$ cat src/rtl/fp_pkg.sv
// rtl/fp_pkg.sv - shared FP register-format constants, decoded-field struct and class-mask helper
// Contents: format codes, RISC-V class-bit indices, F32/F64 field widths,
//           fp_fields_t (flags from the decode stage), fp_class_mask().
package fp_pkg;

  localparam logic [1:0] FMT_F32 = 2'd0;
  localparam logic [1:0] FMT_F64 = 2'd1;

  localparam int CLS_W = 10;

  localparam logic [3:0] CLS_NINF  = 4'd0;
  localparam logic [3:0] CLS_NNORM = 4'd1;
  localparam logic [3:0] CLS_NSUB  = 4'd2;
  localparam logic [3:0] CLS_NZERO = 4'd3;
  localparam logic [3:0] CLS_PZERO = 4'd4;
  localparam logic [3:0] CLS_PSUB  = 4'd5;
  localparam logic [3:0] CLS_PNORM = 4'd6;
  localparam logic [3:0] CLS_PINF  = 4'd7;
  localparam logic [3:0] CLS_SNAN  = 4'd8;
  localparam logic [3:0] CLS_QNAN  = 4'd9;

  localparam int F32_EXP_W = 8;
  localparam int F32_MAN_W = 23;
  localparam int F64_EXP_W = 11;
  localparam int F64_MAN_W = 52;

  typedef struct packed {
    logic sign;
    logic exp_ones;
    logic exp_zero;
    logic man_zero;
    logic man_msb;
    logic box_fail;
    logic illegal;
  } fp_fields_t;

  // One-hot class mask from decoded flags; all-zero for an illegal format.
  function automatic logic [CLS_W-1:0] fp_class_mask(input fp_fields_t f);
    logic [CLS_W-1:0] m;
    m = '0;
    if (f.illegal) begin
      m = '0;
    end else if (f.box_fail) begin
      // A badly boxed F32 reads back as the canonical quiet NaN.
      m[CLS_QNAN] = 1'b1;
    end else if (f.exp_ones && !f.man_zero) begin
      if (f.man_msb) m[CLS_QNAN] = 1'b1;
      else           m[CLS_SNAN] = 1'b1;
    end else if (f.exp_ones) begin
      if (f.sign) m[CLS_NINF] = 1'b1;
      else        m[CLS_PINF] = 1'b1;
    end else if (f.exp_zero && f.man_zero) begin
      if (f.sign) m[CLS_NZERO] = 1'b1;
      else        m[CLS_PZERO] = 1'b1;
    end else if (f.exp_zero) begin
      if (f.sign) m[CLS_NSUB] = 1'b1;
      else        m[CLS_PSUB] = 1'b1;
    end else begin
      if (f.sign) m[CLS_NNORM] = 1'b1;
      else        m[CLS_PNORM] = 1'b1;
    end
    return m;
  endfunction

endpackage

$ cat src/rtl/fp_class_decode.sv
// rtl/fp_class_decode.sv - combinational F32/F64 operand field decoder
// Ports: data   [63:0] operand (F32 NaN-boxed in [31:0])
//        fmt    [1:0]  0 = F32, 1 = F64, 2/3 illegal
//        fields        decoded flags (fp_fields_t)
module fp_class_decode
  import fp_pkg::*;
#(
  parameter bit NANBOX_CHECK = 1'b1
) (
  input  logic [63:0] data,
  input  logic [1:0]  fmt,
  output fp_fields_t  fields
);

  logic [F32_EXP_W-1:0] exp32;
  logic [F32_MAN_W-1:0] man32;
  logic [F64_EXP_W-1:0] exp64;
  logic [F64_MAN_W-1:0] man64;

  assign exp32 = data[F32_MAN_W +: F32_EXP_W];
  assign man32 = data[F32_MAN_W-1:0];
  assign exp64 = data[F64_MAN_W +: F64_EXP_W];
  assign man64 = data[F64_MAN_W-1:0];

  always_comb begin
    fields         = '0;
    fields.illegal = (fmt != FMT_F32) && (fmt != FMT_F64);
    if (fmt == FMT_F32) begin
      fields.sign     = data[31];
      fields.exp_ones = &exp32;
      fields.exp_zero = ~|exp32;
      fields.man_zero = ~|man32;
      fields.man_msb  = man32[F32_MAN_W-1];
      fields.box_fail = NANBOX_CHECK && (data[63:32] != 32'hFFFF_FFFF);
    end else begin
      // Illegal formats also decode as F64; the illegal flag overrides the class.
      fields.sign     = data[63];
      fields.exp_ones = &exp64;
      fields.exp_zero = ~|exp64;
      fields.man_zero = ~|man64;
      fields.man_msb  = man64[F64_MAN_W-1];
    end
  end

endmodule

$ cat src/rtl/fp_class.sv
// rtl/fp_class.sv - two-stage pipelined FCLASS.S/FCLASS.D unit with valid/ready handshake
// Ports: clk, rst_n (async, active low)
//        fp_class_i_valid / fp_class_o_ready / fp_class_i_data[63:0] / fp_class_i_fmt[1:0]  operand side
//        fp_class_o_valid / fp_class_i_ready / fp_class_o_result[63:0]                      result side
//        result carries the class mask in [9:0], upper bits zero
module fp_class
  import fp_pkg::*;
#(
  parameter bit NANBOX_CHECK = 1'b1
) (
  input  logic        clk,
  input  logic        rst_n,
  input  logic        fp_class_i_valid,
  output logic        fp_class_o_ready,
  input  logic [63:0] fp_class_i_data,
  input  logic [1:0]  fp_class_i_fmt,
  output logic        fp_class_o_valid,
  input  logic        fp_class_i_ready,
  output logic [63:0] fp_class_o_result
);

  fp_fields_t       dec_fields;
  fp_fields_t       s1_fields;
  logic             s1_valid;
  logic             s2_valid;
  logic [CLS_W-1:0] s2_mask;
  logic             s1_en;
  logic             s2_en;
  logic             in_xfer;

  fp_class_decode #(
    .NANBOX_CHECK (NANBOX_CHECK)
  ) u_decode (
    .data   (fp_class_i_data),
    .fmt    (fp_class_i_fmt),
    .fields (dec_fields)
  );

  // A stage may load when it is empty or its contents move on this cycle.
  // Ready therefore depends combinationally on downstream ready.
  assign s2_en            = !s2_valid || fp_class_i_ready;
  assign s1_en            = !s1_valid || s2_en;
  assign fp_class_o_ready = s1_en;
  assign in_xfer          = fp_class_i_valid && s1_en;

  always_ff @(posedge clk or negedge rst_n) begin
    if (!rst_n) begin
      s1_valid  <= 1'b0;
      s1_fields <= '0;
    end else if (s1_en) begin
      s1_valid <= in_xfer;
      if (in_xfer) s1_fields <= dec_fields;
    end
  end

  always_ff @(posedge clk or negedge rst_n) begin
    if (!rst_n) begin
      s2_valid <= 1'b0;
      s2_mask  <= '0;
    end else if (s2_en) begin
      s2_valid <= s1_valid;
      if (s1_valid) s2_mask <= fp_class_mask(s1_fields);
    end
  end

  assign fp_class_o_valid  = s2_valid;
  assign fp_class_o_result = {{(64-CLS_W){1'b0}}, s2_mask};

endmodule

$ cat config.mk
export PLATFORM = sky130hd
export DESIGN_NAME = fp_class
export DESIGN_NICKNAME = d
export VERILOG_FILES = /design/src/rtl/fp_pkg.sv /design/src/rtl/fp_class_decode.sv /design/src/rtl/fp_class.sv
export SDC_FILE = /design/constraint.sdc
export NUM_CORES = 1
export LEC_CHECK = 0
export BUFFER_PORTS_ARGS = -buffer_cell sky130_fd_sc_hd__buf_2
export CAP_MARGIN = 30
export CORE_ASPECT_RATIO = 1.4
export CORE_UTILIZATION = 41
export DETAILED_ROUTE_END_ITERATION = 16
export PLACE_DENSITY = 0.95
export REMOVE_ABC_BUFFERS = 1
export SYNTH_ARGS = -nofsm -noshare
export SYNTH_HDL_FRONTEND = slang
export SYNTH_HIERARCHICAL = 1
export SYNTH_SLANG_ARGS = --single-unit
$ cat constraint.sdc
create_clock -name clk -period 2.21 [get_ports clk]
set_input_delay 0.3315 -clock clk [delete_from_list [all_inputs] [get_ports clk]]
set_output_delay 0.3315 -clock clk [all_outputs]
set_load 0.01 [all_outputs]
== After elaboration in Yosys (flattened, before gate mapping) ==
Cells that the tools add are included.
Word-level totals
  output and inout bits: 66
  logic and storage cells: 56
  register bits after elaboration: 19
Operators by class
  reduce and logical (&&, ||, !) cells: 23
  eq/ne operators: 2
  multiplexer cells: 21
Operators by type and width (number)
  OR reduction 52 bit: 1
  inequality test 32 bit (second input constant): 1
  OR reduction 23 bit: 1
  2-to-1 mux 1 bit: 12
  AND reduction 11 bit: 1
  OR reduction 11 bit: 1
  2-to-1 mux 10 bit: 1
  2-to-1 mux 9 bit: 1
  2-to-1 mux 2 bit: 4
  2-to-1 mux 8 bit: 1
  AND reduction 8 bit: 1
  OR reduction 8 bit: 1
  zero test 1 bit: 7
  2-to-1 mux 6 bit: 1
  2-to-1 mux 5 bit: 1
  logical AND 1 bit: 4
  AND reduction 2 bit: 2
  zero test 2 bit: 1
  logical OR 1 bit: 2
  inequality test 2 x 1 -> 1 bit (second input constant): 1
  nonzero test 2 bit: 1

== Logic depth before layout (Yosys ltp) ==
  word-level depth: 7
  depth in mapped cells: 5
  mapped depth without buffers: 5

== Modules after synthesis ==
Netlist, hierarchy kept.
Modules (own cells, without submodules)
  fp_class: times used 1, sequential area each 475.5 um^2, area an instance 1223.7 um^2, cells an instance 110
  fp_class_decode: times used 1, sequential area each 0.0 um^2, area an instance 310.3 um^2, cells an instance 48

== Worst setup path before layout ==
OpenSTA, ideal clock, no wires.
  kind: input -> register
  start: in fp_class_i_fmt[1]
  end: reg s1_fields[2] (netlist bit)
  cell stages on the path: 4
  setup slack: 0.826 ns
  arrival time: 1.259 ns
  data required time: 2.085 ns
  buffers on the path: 1
  setup time: 0.125 ns
  cell sequence: or2_2 buf_6 mux2_2 mux2_4
RTL lines
  start, declared: line fp_class.sv:16  | input logic [1:0] fp_class_i_fmt,
  end signal, assigned: line fp_class.sv:52  | if (in_xfer) s1_fields <= dec_fields;
  end, declared: line fp_class.sv:23  | fp_fields_t s1_fields;

== Worst setup path in the final report ==
  start: reg s1_valid
  end: out fp_class_o_ready
On the way
  word-level cells in the longest chain between the ends: 2
Ends and longest elaborated chain
  start, declared: line fp_class.sv:24  | logic s1_valid;
  start signal, assigned: line fp_class.sv:51  | s1_valid <= in_xfer;
  zero test 1 bit: line fp_class.sv:42  | assign s1_en = !s1_valid || s2_en;
  logical OR 1 bit: line fp_class.sv:42
  end, declared: line fp_class.sv:14  | output logic fp_class_o_ready,
Every way passes these cells.

==> impl_metrics.ini <==
[outcome]
outcome = complete, but fails checks
violated_checks = negative hold slack

[floorplan]
io_pins = 136
core_area_sq_mm = 0.00347
fp.dieH_um = 74.4
chipWidth_um = 53.7
start_util_pct = 44.2
num_rows = 25
dieArea_sq_mm = 0.00399

[critical_path]
timing.critical_path.slowest_stage_cell = sky130_fd_sc_hd__dfrtp_1
cp-start-kind = register
crit_path_max_incr_delay_ns = 0.50
timing.critical_path.cells = nand3b_4, buf_2
critical_path_class = reg2out
cp_data_arrival_time_ns = 1.07
rrSetupSlack_ns = 1.02
worst_r2r_path_depth = 3
required_ns = 1.88
regToRegStartpoint = s1_valid$_DFFE_PN0N_
worst_setup_path_end_kind = output port
critical_path.reg2reg.endpoint = s1_fields[3]$_DFFE_PN0P_
crit_path_max_fanout = 7

[logic_synthesis]
seq_area_frac_synth_pct = 31.0
postSynthCellCount = 158
post_synth_instance_area_sq_mm = 0.00153
yosysWarningCount = 6
yosys_register_bits = 19
synth_cell_type_count = 33
postSynthAreaPerCell_sq_um = 9.71

[global_route]
grt_pass1_wl_mm = 4.84
antenna_violations_before_repair = 0
groute.usage.overall_pct = 16.8
grt_max_degree = 20
global_route.overflow_total = 0
vias_in_the_first_global_route = 1196

[clock_network]
cts-hold-fix-buffers = 0
cts_resized = 0
tritoncts = yes
cts_inserted_buffers = 3
tritoncts_num_sinks = 19
clock_path_buffers = 2
post_cts_buffers = 0
insertion_delay_ns = 0.26
cts-htree-levels = 1
worst_setup_hold_path_clk_slew_ns = 0.07
ctsRootBufferMaster = sky130_fd_sc_hd__clkbuf_8

[sta]
report.final.slew_viol_count = 0
hold-worst-slack_ns = -0.00913
period_share_pct = 63.3
period_needed_ns = 1.40
finalClockSkew_ns = 0.00448
achievable-frequency_mhz = 715
hold_viol_final = 19
setup_total_neg_slack_ns = 0
setup_violations = 0
rsz0062_at_grt = false

[drt]
drc = 0
drt_first_iter_violations = 5
detailedRoute.firstPassIterationCount = 4
ant_nets = 0
wl_mm = 3.37
viasPerCell = 4.78
vias = 1339
wl_per_cell_um = 12.0

[cells_and_area]
area_of_the_multi_input_gates_sq_um = 830
fin_cells = 280
antennaDiodeCount = 0
final_net_count = 311
fill_cell_total_of_the_finished_layout = 328
drive_gt1_share_pct = 42.9
layout.cells.most_common = sky130_fd_sc_hd__buf_2
layout.cells.most_common_list = sky130_fd_sc_hd__buf_2, sky130_fd_sc_hd__conb_1, sky130_fd_sc_hd__dfrtp_1
register_area_sq_um = 475
area_delta_synth_final_pct = 18.3

[run]
cap_viol_max_count = 0

[hold_path]
min_path_type = in2async

[placement]
dp.final_hpwl_mm = 2.96
place_congestion = 0.860
buffer_ports.inserted = 81
place_inst = 276

[power]
worst_ir_drop_vdd_mv = 0.275
powerDensity_mw_per_mm2 = 478
total_leakage_power_nw = 0.951
[where the power goes]
part	internal, mW	switching [mW]	total, mW
Sequential	0.371	0.0242	0.395
Combinational	0.0984	0.127	0.225
Clock	0.126	0.120	0.246
[Yosys cell counts (all sizes together)]
master | instances | area (sq um)
dfrtp | 19 | 475
nor4 | 14 | 100
and4 | 1 | 11.3
nand4 | 12 | 75.1
nand2 | 7 | 45.1
conb | 1 | 3.75
o2bb2ai | 6 | 52.6
o21ai | 1 | 5.00
a32o | 4 | 40.0
o31ai | 1 | 7.51
mux2 | 9 | 128
nor3 | 5 | 30.0
a31oi | 2 | 12.5
or2b | 1 | 7.51
nor2 | 4 | 15.0
inv | 2 | 7.51
clkbuf | 1 | 3.75
nand3 | 4 | 20.0
nor2b | 1 | 6.26
buf | 55 | 417
o31a | 1 | 8.76
nand3b | 2 | 27.5
o211ai | 1 | 7.51
nand2b | 3 | 21.3
or2 | 1 | 6.26
[layout make-up]
cell class | count | area share, %
sequential | 19 | 26.2
clock buffer | 3 | 2.28
timing repair buffer | 81 | 22.3
tap | 40 | 2.76
multi-input combinational | 134 | 45.7
inverter | 2 | 0.414
clock inverter | 1 | 0.276
[routing by layer]
| layer | global-route usage (%) | routed length, um | vias up |
|---|---|---|---|
| li1 | - | - | 642 |
| met1 | 16.1 | 1110 | 613 |
| met2 | 33.5 | 1960 | 80 |
| met3 | 1.64 | 248 | 4 |
| met4 | 7.89 | 51 | 0 |
| met5 | 0 | 0 | - |
[worst max path at each step]
stage / startpoint / to / slack, ns / cells past startpoint
floorplan: fp_class_i_fmt[1] / s1_fields[2]$_DFFE_PN0P_ / 0.87 / 3
global placement: fp_class_i_fmt[1] / s1_fields[2]$_DFFE_PN0P_ / 0.73 / 4
detailed placement: fp_class_i_fmt[1] / s1_fields[2]$_DFFE_PN0P_ / 0.70 / 4
CTS: s1_valid$_DFFE_PN0N_ / fp_class_o_ready / 0.80 / 2
global route: s1_valid$_DFFE_PN0N_ / fp_class_o_ready / 0.76 / 2
finish: s1_valid$_DFFE_PN0N_ / fp_class_o_ready / 0.81 / 2
[metrics by stage]
step / worst slack, ns / hold WS [ns] / total power, mW / utilization, % / area [sq um]
after floorplan: 0.873 / 0.0359 / 0.518 / - / 1310
after CTS: 0.799 / 0.00379 / 0.870 / 52.3 / 1810
after global routing: 0.762 / 0.0281 / 0.913 / 52.3 / 1810
after global placement: 0.731 / 0.277 / 0.617 / 50.9 / 1770
final: 0.812 / -0.00913 / 0.867 / 52.3 / 1810
after detailed placement: 0.699 / 0.286 / 0.627 / 50.9 / 1770
[state kept, by name, indices dropped and copies added, names as in the netlist]
register,count
fp_class_o_valid,1
s1_fields,7
s1_valid,1
s2_mask,10
[kinds of logic (layout without fill, tap and decap cells)]
family	count (synthesis)	after routing	synth area share (%)
AND/OR/NAND/NOR	55	55	23.8
AO/OA/AOI/OAI	16	16	8.73
flip-flops	19	19	31.0
other	1	54	0.244
buffers and inverters	58	87	27.9
multiplexers	9	9	8.32
[worst max-delay path, delay by kind of cell, from the launching register on]
kind	cells	cell delay, ns
and+or+nand+nor	1	0.14
DFF	1	0.50
buffers and inverters	1	0.16
Power figures use the tool's default switching activity.
